File: src/rtl/spi_regs_pkg.sv
// Shared register map, bit positions and run-state encoding for the
// Avalon-MM SPI register block.
package spi_regs_pkg;

    // Word addresses
    localparam logic [7:0] ADDR_CONTROL = 8'h00;
    localparam logic [7:0] ADDR_STATUS  = 8'h01;
    localparam logic [7:0] ADDR_TXDATA  = 8'h02;
    localparam logic [7:0] ADDR_RXDATA  = 8'h03;
    localparam logic [7:0] ADDR_RESET   = 8'h04;
    localparam logic [7:0] ADDR_LEVELS  = 8'h05;

    // CONTROL bit positions
    localparam int CTRL_START       = 0;
    localparam int CTRL_CPOL        = 1;
    localparam int CTRL_CPHA        = 2;
    localparam int CTRL_IRQ_DONE_EN = 3;
    localparam int CTRL_IRQ_RX_EN   = 4;
    localparam int CTRL_CS_LSB      = 8;
    localparam int CTRL_CS_MSB      = 11;

    // STATUS bit positions
    localparam int STAT_BUSY     = 0;
    localparam int STAT_TX_FULL  = 1;
    localparam int STAT_TX_EMPTY = 2;
    localparam int STAT_RX_FULL  = 3;
    localparam int STAT_RX_EMPTY = 4;
    localparam int STAT_IRQ_DONE = 5;
    localparam int STAT_IRQ_RX   = 6;
    localparam int STAT_RX_OVF   = 7;
    localparam int STAT_TX_OVF   = 8;

    // Magic word that triggers the engine soft reset
    localparam logic [31:0] RESET_KEY = 32'hA5A5_A5A5;

    // Transfer run state
    typedef enum logic [1:0] {
        ST_IDLE  = 2'd0,
        ST_RUN   = 2'd1,
        ST_DRAIN = 2'd2
    } run_state_t;

endpackage

File: src/rtl/spi_sync_fifo.sv
// Single-clock FIFO with synchronous clear. Head word is shown combinationally
// (zero when empty). A push into a full FIFO succeeds only if a pop happens in
// the same cycle; otherwise it is dropped and 'overflow' pulses.
module spi_sync_fifo #(
    parameter int DATA_W = 32,
    parameter int DEPTH  = 8
) (
    input  logic                     clk,
    input  logic                     clr,
    input  logic                     push,
    input  logic [DATA_W-1:0]        push_data,
    input  logic                     pop,
    output logic [DATA_W-1:0]        head,
    output logic                     full,
    output logic                     empty,
    output logic [$clog2(DEPTH):0]   level,
    output logic                     overflow
);

    localparam int AW = $clog2(DEPTH);
    localparam logic [AW:0] FULL_CNT = (AW+1)'(DEPTH);

    logic [DATA_W-1:0] mem_r [DEPTH];
    logic [AW-1:0]     rd_ptr_r;
    logic [AW-1:0]     wr_ptr_r;
    logic [AW:0]       count_r;
    logic              do_push_s;
    logic              do_pop_s;

    assign empty     = (count_r == '0);
    assign full      = (count_r == FULL_CNT);
    assign level     = count_r;
    assign do_pop_s  = pop & ~empty;
    assign do_push_s = push & (~full | do_pop_s);
    assign overflow  = push & ~do_push_s;
    assign head      = empty ? '0 : mem_r[rd_ptr_r];

    // Pointer and occupancy bookkeeping
    always_ff @(posedge clk) begin
        if (clr) begin
            rd_ptr_r <= '0;
            wr_ptr_r <= '0;
            count_r  <= '0;
        end else begin
            if (do_push_s) begin
                wr_ptr_r <= wr_ptr_r + 1'b1;
            end
            if (do_pop_s) begin
                rd_ptr_r <= rd_ptr_r + 1'b1;
            end
            case ({do_push_s, do_pop_s})
                2'b10:   count_r <= count_r + 1'b1;
                2'b01:   count_r <= count_r - 1'b1;
                default: count_r <= count_r;
            endcase
        end
    end

    // Storage array write port
    always_ff @(posedge clk) begin
        if (do_push_s) begin
            mem_r[wr_ptr_r] <= push_data;
        end
    end

endmodule

File: src/rtl/avalon_spi_regs.sv
// Avalon-MM register front end for an SPI engine: control/status registers,
// TX/RX FIFOs, a run FSM, interrupt generation and a timed soft reset.
module avalon_spi_regs
    import spi_regs_pkg::*;
#(
    parameter  int DATA_W     = 32,
    parameter  int FIFO_DEPTH = 8,
    parameter  int NUM_CS     = 4,
    parameter  int RST_CYCLES = 64,
    localparam int CS_W       = (NUM_CS > 1) ? $clog2(NUM_CS) : 1
) (
    input  logic              clk,
    input  logic              hard_reset,
    input  logic              chip_select,
    input  logic [7:0]        address,
    input  logic              write,
    input  logic [31:0]       write_data,
    input  logic              read,
    output logic [31:0]       read_data,
    output logic              wait_request,
    output logic              irq,
    output logic              soft_reset,
    output logic              go_transfer,
    output logic              cpol,
    output logic              cpha,
    output logic [CS_W-1:0]   cs_sel,
    output logic [DATA_W-1:0] tx_data,
    output logic              tx_valid,
    input  logic              tx_ready,
    input  logic [DATA_W-1:0] rx_data,
    input  logic              rx_valid,
    input  logic              spi_busy
);

    localparam int          LVL_W    = $clog2(FIFO_DEPTH) + 1;
    localparam int          CNT_W    = $clog2(RST_CYCLES + 1);
    localparam logic [31:0] NUM_CS_U = 32'(NUM_CS);

    // Registers
    logic              soft_reset_r;
    logic [CNT_W-1:0]  rst_cnt_r;
    logic              read_pend_r;
    logic [31:0]       read_data_r;
    logic              cpol_r;
    logic              cpha_r;
    logic              irq_done_en_r;
    logic              irq_rx_en_r;
    logic [CS_W-1:0]   cs_sel_r;
    logic              irq_done_r;
    logic              irq_rx_r;
    logic              rx_ovf_r;
    logic              tx_ovf_r;
    logic              irq_r;
    run_state_t        state_r;
    logic              go_r;

    // Combinational signals
    logic              clr_s;
    logic              wr_s;
    logic              rd_start_s;
    logic              reset_hit_s;
    logic              start_s;
    logic              ctrl_wr_s;
    logic              status_w1c_s;
    logic              tx_push_s;
    logic              rx_pop_s;
    logic              rx_push_s;
    logic              done_s;
    logic              cs_ok_s;
    logic [DATA_W-1:0] tx_head_s;
    logic [DATA_W-1:0] rx_head_s;
    logic              tx_full_s, tx_empty_s, tx_ovf_s;
    logic              rx_full_s, rx_empty_s, rx_ovf_s;
    logic [LVL_W-1:0]  tx_level_s;
    logic [LVL_W-1:0]  rx_level_s;
    logic [31:0]       ctrl_rd_s;
    logic [31:0]       status_rd_s;
    logic [31:0]       rxdata_rd_s;
    logic [31:0]       levels_rd_s;
    logic [31:0]       rd_mux_s;

    // Bus decode; register writes are blocked while the soft reset runs
    assign wr_s         = chip_select & write & ~soft_reset_r;
    assign rd_start_s   = chip_select & read & ~read_pend_r;
    assign reset_hit_s  = wr_s & (address == ADDR_RESET) & (write_data == RESET_KEY);
    assign ctrl_wr_s    = wr_s & (address == ADDR_CONTROL);
    assign start_s      = ctrl_wr_s & write_data[CTRL_START];
    assign status_w1c_s = wr_s & (address == ADDR_STATUS);
    assign tx_push_s    = wr_s & (address == ADDR_TXDATA);
    assign rx_pop_s     = rd_start_s & (address == ADDR_RXDATA);
    assign rx_push_s    = rx_valid;
    assign cs_ok_s      = ({28'd0, write_data[CTRL_CS_MSB:CTRL_CS_LSB]} < NUM_CS_U);

    // The key write clears state on the same edge soft_reset rises
    assign clr_s  = hard_reset | soft_reset_r | reset_hit_s;
    assign done_s = (state_r == ST_DRAIN) & ~spi_busy;

    spi_sync_fifo #(.DATA_W(DATA_W), .DEPTH(FIFO_DEPTH)) u_tx_fifo (
        .clk       (clk),
        .clr       (clr_s),
        .push      (tx_push_s),
        .push_data (write_data[DATA_W-1:0]),
        .pop       (tx_ready),
        .head      (tx_head_s),
        .full      (tx_full_s),
        .empty     (tx_empty_s),
        .level     (tx_level_s),
        .overflow  (tx_ovf_s)
    );

    spi_sync_fifo #(.DATA_W(DATA_W), .DEPTH(FIFO_DEPTH)) u_rx_fifo (
        .clk       (clk),
        .clr       (clr_s),
        .push      (rx_push_s),
        .push_data (rx_data),
        .pop       (rx_pop_s),
        .head      (rx_head_s),
        .full      (rx_full_s),
        .empty     (rx_empty_s),
        .level     (rx_level_s),
        .overflow  (rx_ovf_s)
    );

    // Soft-reset pulse generator; only a hard reset can cut it short
    always_ff @(posedge clk) begin
        if (hard_reset) begin
            soft_reset_r <= 1'b0;
            rst_cnt_r    <= '0;
        end else if (reset_hit_s) begin
            soft_reset_r <= 1'b1;
            rst_cnt_r    <= CNT_W'(RST_CYCLES - 1);
        end else if (soft_reset_r) begin
            if (rst_cnt_r == '0) begin
                soft_reset_r <= 1'b0;
            end else begin
                rst_cnt_r <= rst_cnt_r - 1'b1;
            end
        end else begin
            rst_cnt_r <= rst_cnt_r;
        end
    end

    // Two-cycle read handshake: capture data and side effect on the first cycle
    always_ff @(posedge clk) begin
        if (hard_reset) begin
            read_pend_r <= 1'b0;
            read_data_r <= 32'd0;
        end else begin
            read_pend_r <= rd_start_s;
            if (rd_start_s) begin
                read_data_r <= rd_mux_s;
            end
        end
    end

    // CONTROL register fields; out-of-range slave indices are ignored
    always_ff @(posedge clk) begin
        if (clr_s) begin
            cpol_r        <= 1'b0;
            cpha_r        <= 1'b0;
            irq_done_en_r <= 1'b0;
            irq_rx_en_r   <= 1'b0;
            cs_sel_r      <= '0;
        end else if (ctrl_wr_s) begin
            cpol_r        <= write_data[CTRL_CPOL];
            cpha_r        <= write_data[CTRL_CPHA];
            irq_done_en_r <= write_data[CTRL_IRQ_DONE_EN];
            irq_rx_en_r   <= write_data[CTRL_IRQ_RX_EN];
            if (cs_ok_s) begin
                cs_sel_r <= write_data[CTRL_CS_LSB +: CS_W];
            end
        end
    end

    // Sticky STATUS flags; a new event in the clearing cycle wins over W1C
    always_ff @(posedge clk) begin
        if (clr_s) begin
            irq_done_r <= 1'b0;
            irq_rx_r   <= 1'b0;
            rx_ovf_r   <= 1'b0;
            tx_ovf_r   <= 1'b0;
        end else begin
            irq_done_r <= done_s | (irq_done_r & ~(status_w1c_s & write_data[STAT_IRQ_DONE]));
            irq_rx_r   <= (rx_push_s & ~rx_ovf_s) | (irq_rx_r & ~(status_w1c_s & write_data[STAT_IRQ_RX]));
            rx_ovf_r   <= rx_ovf_s | (rx_ovf_r & ~(status_w1c_s & write_data[STAT_RX_OVF]));
            tx_ovf_r   <= tx_ovf_s | (tx_ovf_r & ~(status_w1c_s & write_data[STAT_TX_OVF]));
        end
    end

    // Run FSM with registered go_transfer
    always_ff @(posedge clk) begin
        if (clr_s) begin
            state_r <= ST_IDLE;
            go_r    <= 1'b0;
        end else begin
            case (state_r)
                ST_IDLE: begin
                    if (start_s && !tx_empty_s) begin
                        state_r <= ST_RUN;
                        go_r    <= 1'b1;
                    end
                end
                ST_RUN: begin
                    if (tx_empty_s) begin
                        state_r <= ST_DRAIN;
                    end
                end
                ST_DRAIN: begin
                    if (!spi_busy) begin
                        state_r <= ST_IDLE;
                        go_r    <= 1'b0;
                    end
                end
                default: begin
                    state_r <= ST_IDLE;
                    go_r    <= 1'b0;
                end
            endcase
        end
    end

    // Registered interrupt line
    always_ff @(posedge clk) begin
        if (clr_s) begin
            irq_r <= 1'b0;
        end else begin
            irq_r <= (irq_done_r & irq_done_en_r) | (irq_rx_r & irq_rx_en_r);
        end
    end

    // Read-back images of CONTROL, STATUS, RXDATA and LEVELS
    always_comb begin
        ctrl_rd_s                            = 32'd0;
        ctrl_rd_s[CTRL_CPOL]                 = cpol_r;
        ctrl_rd_s[CTRL_CPHA]                 = cpha_r;
        ctrl_rd_s[CTRL_IRQ_DONE_EN]          = irq_done_en_r;
        ctrl_rd_s[CTRL_IRQ_RX_EN]            = irq_rx_en_r;
        ctrl_rd_s[CTRL_CS_LSB +: CS_W]       = cs_sel_r;
        status_rd_s                          = 32'd0;
        status_rd_s[STAT_BUSY]               = go_r;
        status_rd_s[STAT_TX_FULL]            = tx_full_s;
        status_rd_s[STAT_TX_EMPTY]           = tx_empty_s;
        status_rd_s[STAT_RX_FULL]            = rx_full_s;
        status_rd_s[STAT_RX_EMPTY]           = rx_empty_s;
        status_rd_s[STAT_IRQ_DONE]           = irq_done_r;
        status_rd_s[STAT_IRQ_RX]             = irq_rx_r;
        status_rd_s[STAT_RX_OVF]             = rx_ovf_r;
        status_rd_s[STAT_TX_OVF]             = tx_ovf_r;
        rxdata_rd_s                          = 32'd0;
        rxdata_rd_s[DATA_W-1:0]              = rx_head_s;
        levels_rd_s                          = 32'd0;
        levels_rd_s[LVL_W-1:0]               = tx_level_s;
        levels_rd_s[16 +: LVL_W]             = rx_level_s;
    end

    // Read data multiplexer; unmapped addresses read zero
    always_comb begin
        rd_mux_s = 32'd0;
        case (address)
            ADDR_CONTROL: rd_mux_s = ctrl_rd_s;
            ADDR_STATUS:  rd_mux_s = status_rd_s;
            ADDR_RXDATA:  rd_mux_s = rxdata_rd_s;
            ADDR_LEVELS:  rd_mux_s = levels_rd_s;
            default:      rd_mux_s = 32'd0;
        endcase
    end

    assign read_data    = read_data_r;
    assign wait_request = rd_start_s;
    assign irq          = irq_r;
    assign soft_reset   = soft_reset_r;
    assign go_transfer  = go_r;
    assign cpol         = cpol_r;
    assign cpha         = cpha_r;
    assign cs_sel       = cs_sel_r;
    assign tx_data      = tx_head_s;
    assign tx_valid     = ~tx_empty_s;

endmodule

File: config.mk
export PLATFORM = sky130hd
export DESIGN_NAME = avalon_spi_regs
export DESIGN_NICKNAME = d
export VERILOG_FILES = /design/src/rtl/spi_regs_pkg.sv /design/src/rtl/spi_sync_fifo.sv /design/src/rtl/avalon_spi_regs.sv
export SDC_FILE = /design/constraint.sdc
export NUM_CORES = 1
export LEC_CHECK = 0
export CAP_MARGIN = 20
export CORE_MARGIN = 2
export CORE_UTILIZATION = 45
export DETAILED_ROUTE_END_ITERATION = 6
export PLACE_DENSITY = 0.69
export RECOVER_POWER = 100
export SLEW_MARGIN = 5
export SYNTH_ARGS = -nofsm -noshare
export SYNTH_HDL_FRONTEND = slang
export SYNTH_SLANG_ARGS = --single-unit
File: constraint.sdc
create_clock -name clk -period 18.1 [get_ports clk]
set_input_delay 4.525 -clock clk [delete_from_list [all_inputs] [get_ports clk]]
set_output_delay 4.525 -clock clk [all_outputs]
set_load 0.005 [all_outputs]
Word level (Yosys, flattened, before mapping)
Memory sizes are Yosys's and may differ from the RTL's. A register that Yosys moved wholly into a read port is not among the register bits.
Cells that the tools add are included.
W data, S select, Z words.
Word-level totals
  RAM bits: 512
  logic and storage cells: 149
  register bits after elaboration: 75
  memories kept: 2
  bits of input ports: 80
Memory list
  u_rx_fifo.mem_r: words 8, width 32, read ports 1, clocked after Yosys merged registers in 1, write ports 1, RTL line spi_sync_fifo.sv:23  | logic [DATA_W-1:0] mem_r [DEPTH];
  u_tx_fifo.mem_r: words 8, width 32, read ports 1, clocked after Yosys merged registers in 1, write ports 1, RTL line spi_sync_fifo.sv:23
Operators by class
  equal/unequal tests: 18
  order comparisons: 1
  muxes and demuxes: 26
  add/subtract/negate cells: 9
  bitwise operators: 54
  reduce and logical (&&, ||, !) cells: 16
Operators with widths (number)
  $pmux W32 S4: 1
  $mux W32: 2
  $eq A32 B32 Y1 const B: 1
  $and A1 B1 Y1: 29
  $mux W6: 3
  $eq A8 B2 Y1 const B: 2
  $eq A8 B3 Y1 const B: 2
  $not A1 Y1: 16
  $pmux W4 S2: 2
  $add A3 B1 Y3 const B: 4
  $mux W3: 4
  $mux W1: 9
  $or A1 B1 Y1: 9
  $add A4 B1 Y4 const B: 2
  $eq A4 B4 Y1 const B: 2
  $eq A8 B1 Y1 const B: 1
  $logic_not A4 Y1: 2
  $logic_not A8 Y1: 1
  $ne A2 B2 Y1 const B: 4
  $sub A4 B1 Y4 const B: 2
  $logic_not A7 Y1: 1
  $sub A7 B1 Y7 const B: 1
  $eq A2 B1 Y1 const B: 3
  $eq A2 B2 Y1 const B: 3
  11 further kinds: 18

Logic depth before layout (Yosys ltp)
  word-level depth: 11
  depth in mapped cells: 12
  mapped depth without buffers: 11

Hierarchy
Synthesis repeated with hierarchy kept, for this count alone.
Second synthesis, totals
  cell total of the unflattened synthesis: 1255
  area, all modules: 23430.0 µm²
By module, submodules not included
  spi_sync_fifo: times used 2, cells an instance 492, area an instance 10467.5 µm², seq. area each 7947.6 µm²
  avalon_spi_regs: times used 1, cells an instance 271, area an instance 2494.9 µm², seq. area each 1101.1 µm²

Worst setup path before layout
OpenSTA, ideal clock, no wires.
  kind: input to output
  from: input chip_select
  to: output wait_request
  arrival time: 5125 ps
  stages: 3
  data required time: 13575 ps
  setup slack: 8450 ps
  cell sequence: nand3b_1 > inv_1 > clkbuf_1
Between the ends
  longest elaborated chain between the ends: 2
RTL lines
  from (decl): RTL line avalon_spi_regs.sv:14  | input logic chip_select,
  $and A1 B1 Y1 (2 in a row): RTL line avalon_spi_regs.sv:84  | assign rd_start_s = chip_select & read & ~read_pend_r;
  to (decl): RTL line avalon_spi_regs.sv:20  | output logic wait_request,
Every way passes these cells.

Worst setup path after layout
Same ends and word-level chain as after synthesis.

==> out/results.md <==
| Result | This run | Unit |
|---|---|---|
| Placement Rows | 83 | - |
| Clock tree root driver cell | sky130_fd_sc_hd__clkbuf_16 | - |
| Pins over their slew limit | 575 | - |
| Number of CTS-inserted buffers | 57 | - |
| Vias in the first global route | 12,166 | - |
| Remaining DRCs | 0 | - |
| Largest fanout on the critical path | 17 | - |
| Worst min-delay path class | flip-flop to flip-flop | - |
| Via total after detailed routing | 12,090 | - |
| Combinational family with the most area after synthesis | multiplexers | - |
| Required time of the worst setup path | 13.57 | ns |
| Period minus WS final | 11.01 | ns |
| CTS max path bufs | 3 | - |
| Total global routing overflow | 0 | - |
| Synthesized area divided by synthesized cell count | 19.0 | um^2 |
| Endpoints failing setup | 0 | - |
| Synth-to-layout area growth | 17.5 | % |
| Clock edge transition at the registers on the reported setup and hold paths | 0.06 | ns |
| Combinational cell fraction of total power | 2.6 | % |
| Post-synth ARST share | 0 | % |
| Number of violations of the max-capacitance limit | 19 | - |
| Leading post-synthesis cells by cell area | sky130_fd_sc_hd__edfxtp_1, sky130_fd_sc_hd__mux4_2, sky130_fd_sc_hd__dfxtp_1 | - |
| Area share of the largest cell type after synthesis | 66.4 | % |
| Clock tree from TritonCTS | built | - |
| Switch share | 20.1 | % |
| Filler cell count | 4,078 | - |
| Post-Layout Inst Area | 27,200 | um^2 |
| Power density normalized to cell area | 99.2 | nW/um^2 |
| Outcome | finished with violations | - |
| Predominant post-synthesis flop cell | sky130_fd_sc_hd__edfxtp_1 | - |
| Unrepaired setup endpoints after global routing | false | - |
| Worst endpoint data arrival time | 6.49 | ns |
| Post-route clock skew | 0.0287 | ns |
| Number of buffers inserted by hold repair at cts | 0 | - |
| Share of the synthesized netlist area taken by xor and xnor gates | 0.378 | % |
| Area of the die | 53,300 | um^2 |
| Clock Latency Late Sink | 0.61 | ns |
| CTS H-tree depth | 2 | - |
| Number of enable flip-flop cells after synthesis | 512 | - |
| Die Ht | 231 | um |
| Core area | 51,100 | um^2 |
| Category of the critical setup timing path | input pin to output pin | - |
| Max rail drop VDD | 0.0816 | mV |
| Slew at the pin with the worst max-slew slack | 2.58 | ns |
| Number of distinct standard cells referenced by the synthesized netlist | 66 | - |
| I/O pin count | 153 | - |
| Post-synthesis net count | 1,313 | - |
| Initial antenna violation count | 12 | - |
| GRT Total Usage | 18.8 | % |
| Hold Vio Cnt, Final | 0 | - |
| Area of the mapped netlist | 23,200 | um^2 |
| Post-DR wirelength/cell | 23.6 | um |
| Clock Sinks | 593 | - |
| Post-DP HPWL | 29.3 | mm |
| Number of nets with antenna violations after routing | 0 | - |
| Flip-flop and latch count after synthesis | 593 | - |
| Sum Neg Setup Slack | 0 | ns |
| Leakage | 8.47 | nW |
| Post-synthesis share of cell area spent on and, or, nand and nor gates | 5.34 | % |
| Die width | 231 | um |
| Clock network fraction of design power | 41.8 | % |
| Fraction of synthesized area in multiplexers | 15.7 | % |
| Maximum number of pins on one net before global-route repair | 65 | - |
| Total routed wirelength | 50.1 | mm |
| Fraction of final layout cells sized beyond drive strength 1 | 18.0 | % |
| Post-synthesis sequential area ratio | 73.4 | % |
| Gate Count Post-Synth | 1,220 | - |
| Total internal power | 0.00216 | W |
| Via-to-Cell Ratio | 5.68 | - |
| Post-detailed-placement cell area | 25,600 | um^2 |
| Leading cell type by number of instances after synthesis | sky130_fd_sc_hd__edfxtp_1 | - |
| Global-route wire length before repair | 75.3 | mm |
| Kind of start point of the critical path | input pin | - |
| Fraction of the mapped netlist area in compound gates | 3.04 | % |
| Setup crit end kind | output pin | - |
| Routability congestion estimate | 0.792 | - |
| Switching power | 0.000544 | W |
| Portion of total power attributed to sequential cells | 55.6 | % |
| Number of gates given a new drive strength after cts | 0 | - |
| First-iteration detailed-routing DRC count | 952 | - |
| Highest clock rate | 90.8 | MHz |
| IO buf count | 152 | - |
| Post-Synth Adder-Cell Area | 0.735 | % |
| Internal reg-to-reg setup slack | 12.86 | ns |
| Fin crit share | 60.8 | % |
| Initial cell density of the core | 45.3 | % |
| First-pass iteration count of the detailed router | 5 | - |
| Worst relative slew slack | -71.7 | % |
| Syn. warnings | 0 | - |
| Post-synth top area cell | sky130_fd_sc_hd__edfxtp_1 | - |
| Failing checks | capacitance limit, slew limit | - |
| Number of nets at the end of the flow | 1,490 | - |
| Most common library cells after synthesis | sky130_fd_sc_hd__edfxtp_1, sky130_fd_sc_hd__mux4_2, sky130_fd_sc_hd__dfxtp_1 | - |
| Post-CTS Setup Repair Bufs | 0 | - |
[flip-flops by register name, summed over array words and instances, names as in the netlist, 3 cells and up, named ones only]
name                cells
u_rx_fifo.mem_r       256
u_tx_fifo.mem_r       256
read_data              32
rst_cnt_r               7
u_rx_fifo.level         4
u_tx_fifo.level         4
u_rx_fifo.rd_ptr_r      3
u_rx_fifo.wr_ptr_r      3
u_tx_fifo.rd_ptr_r      3
u_tx_fifo.wr_ptr_r      3
[power groups by stage]
stage	registers, W	logic (W)	clock network, W
after floorplan	0.00153	0.0000271	0
after global placement	0.00153	0.0000723	0
after detailed placement	0.00153	0.0000750	0
after CTS	0.00150	0.0000754	0.00115
after global routing	0.00150	0.0000766	0.00120
final	0.00150	0.0000705	0.00113
[logic make-up (layout without fill, tap and decap cells)]
group,count (synthesis),after routing
XOR/XNOR,10,10
other,0,4
adder cells (fa/ha/maj),13,13
multiplexers,203,203
AND/OR/NAND/NOR,216,216
flip-flops,593,593
AO/OA/AOI/OAI,107,107
buffers and inverters,78,301
[metal layers]
| layer | part of all wire [%] | GRT usage (%) | up-vias | routed length (um) |
|---|---|---|---|---|
| met5 | 0.14 | 0 | - | 70 |
| met4 | 1.7 | 4.42 | 12 | 853 |
| met3 | 6.4 | 4.51 | 75 | 3230 |
| met2 | 49 | 30.7 | 338 | 24600 |
| met1 | 43 | 25.7 | 6323 | 21300 |
| li1 | - | - | 5342 | - |
[final cells by class]
cell class / count / area, um^2 / area share, %
Inverter: 16 / 60.1 / 0.221
Clock inverter: 33 / 272 / 0.997
Tap cell: 680 / 851 / 3.13
Sequential cell: 593 / 17000 / 62.5
Timing Repair Buffer: 180 / 1660 / 6.10
Clock buffer: 72 / 1500 / 5.52
Multi-Input combinational cell: 549 / 5860 / 21.5
Antenna cell: 4 / 10.0 / 0.0368
[stage by stage]
step	utilization (%)	setup slack, ns	hold WS, ns	total power [W]	instances
final	53.3	7.09	0.452	0.00270	2127
after detailed placement	50.1	7.15	0.451	0.00161	2018
after floorplan	-	8.45	0.421	0.00156	1220
after global placement	50.1	7.20	0.434	0.00160	2017
after CTS	53.6	7.14	0.465	0.00273	2123
after global routing	53.3	6.98	0.474	0.00278	2125
[worst max-delay path, stage by stage]
cell	delay, ns
sky130_fd_sc_hd__clkdlybuf4s50_1	0.59
sky130_fd_sc_hd__nand3b_1	0.26
sky130_fd_sc_hd__inv_1	0.43
sky130_fd_sc_hd__dlygate4sd3_1	0.68
[path summary, 6_finish.rpt]
check                                           startpoint                                to  depth (start not counted)
worst max-delay path                           chip_select                      wait_request                          4
worst min-delay path            read_data[22]$_SDFFE_PP0P_        read_data[22]$_SDFFE_PP0P_                          2
worst max register to register      read_pend_r$_SDFF_PP0_  u_rx_fifo.mem_r[2][25]$_DFFE_PP_                          6
worst min register to register  read_data[22]$_SDFFE_PP0P_        read_data[22]$_SDFFE_PP0P_                          2
[cell usage in the layout, fill, tap and decap left out, drive strengths merged, types with 12 or more instances in the layout]
cell type / synthesis / layout
nor3: 35 / 35
nand3: 12 / 12
o21ai: 36 / 36
clkinv: 0 / 25
dfxtp: 81 / 81
clkbuf: 40 / 91
a21oi: 18 / 18
dlygate4sd3: 0 / 138
mux2i: 74 / 74
inv: 16 / 20
nor2: 58 / 58
clkdlybuf4s50: 0 / 14
a211oi: 12 / 12
mux4: 128 / 128
edfxtp: 512 / 512
ha: 12 / 12
nand2: 26 / 26
Note: power is estimated with default switching activity, not from simulation.
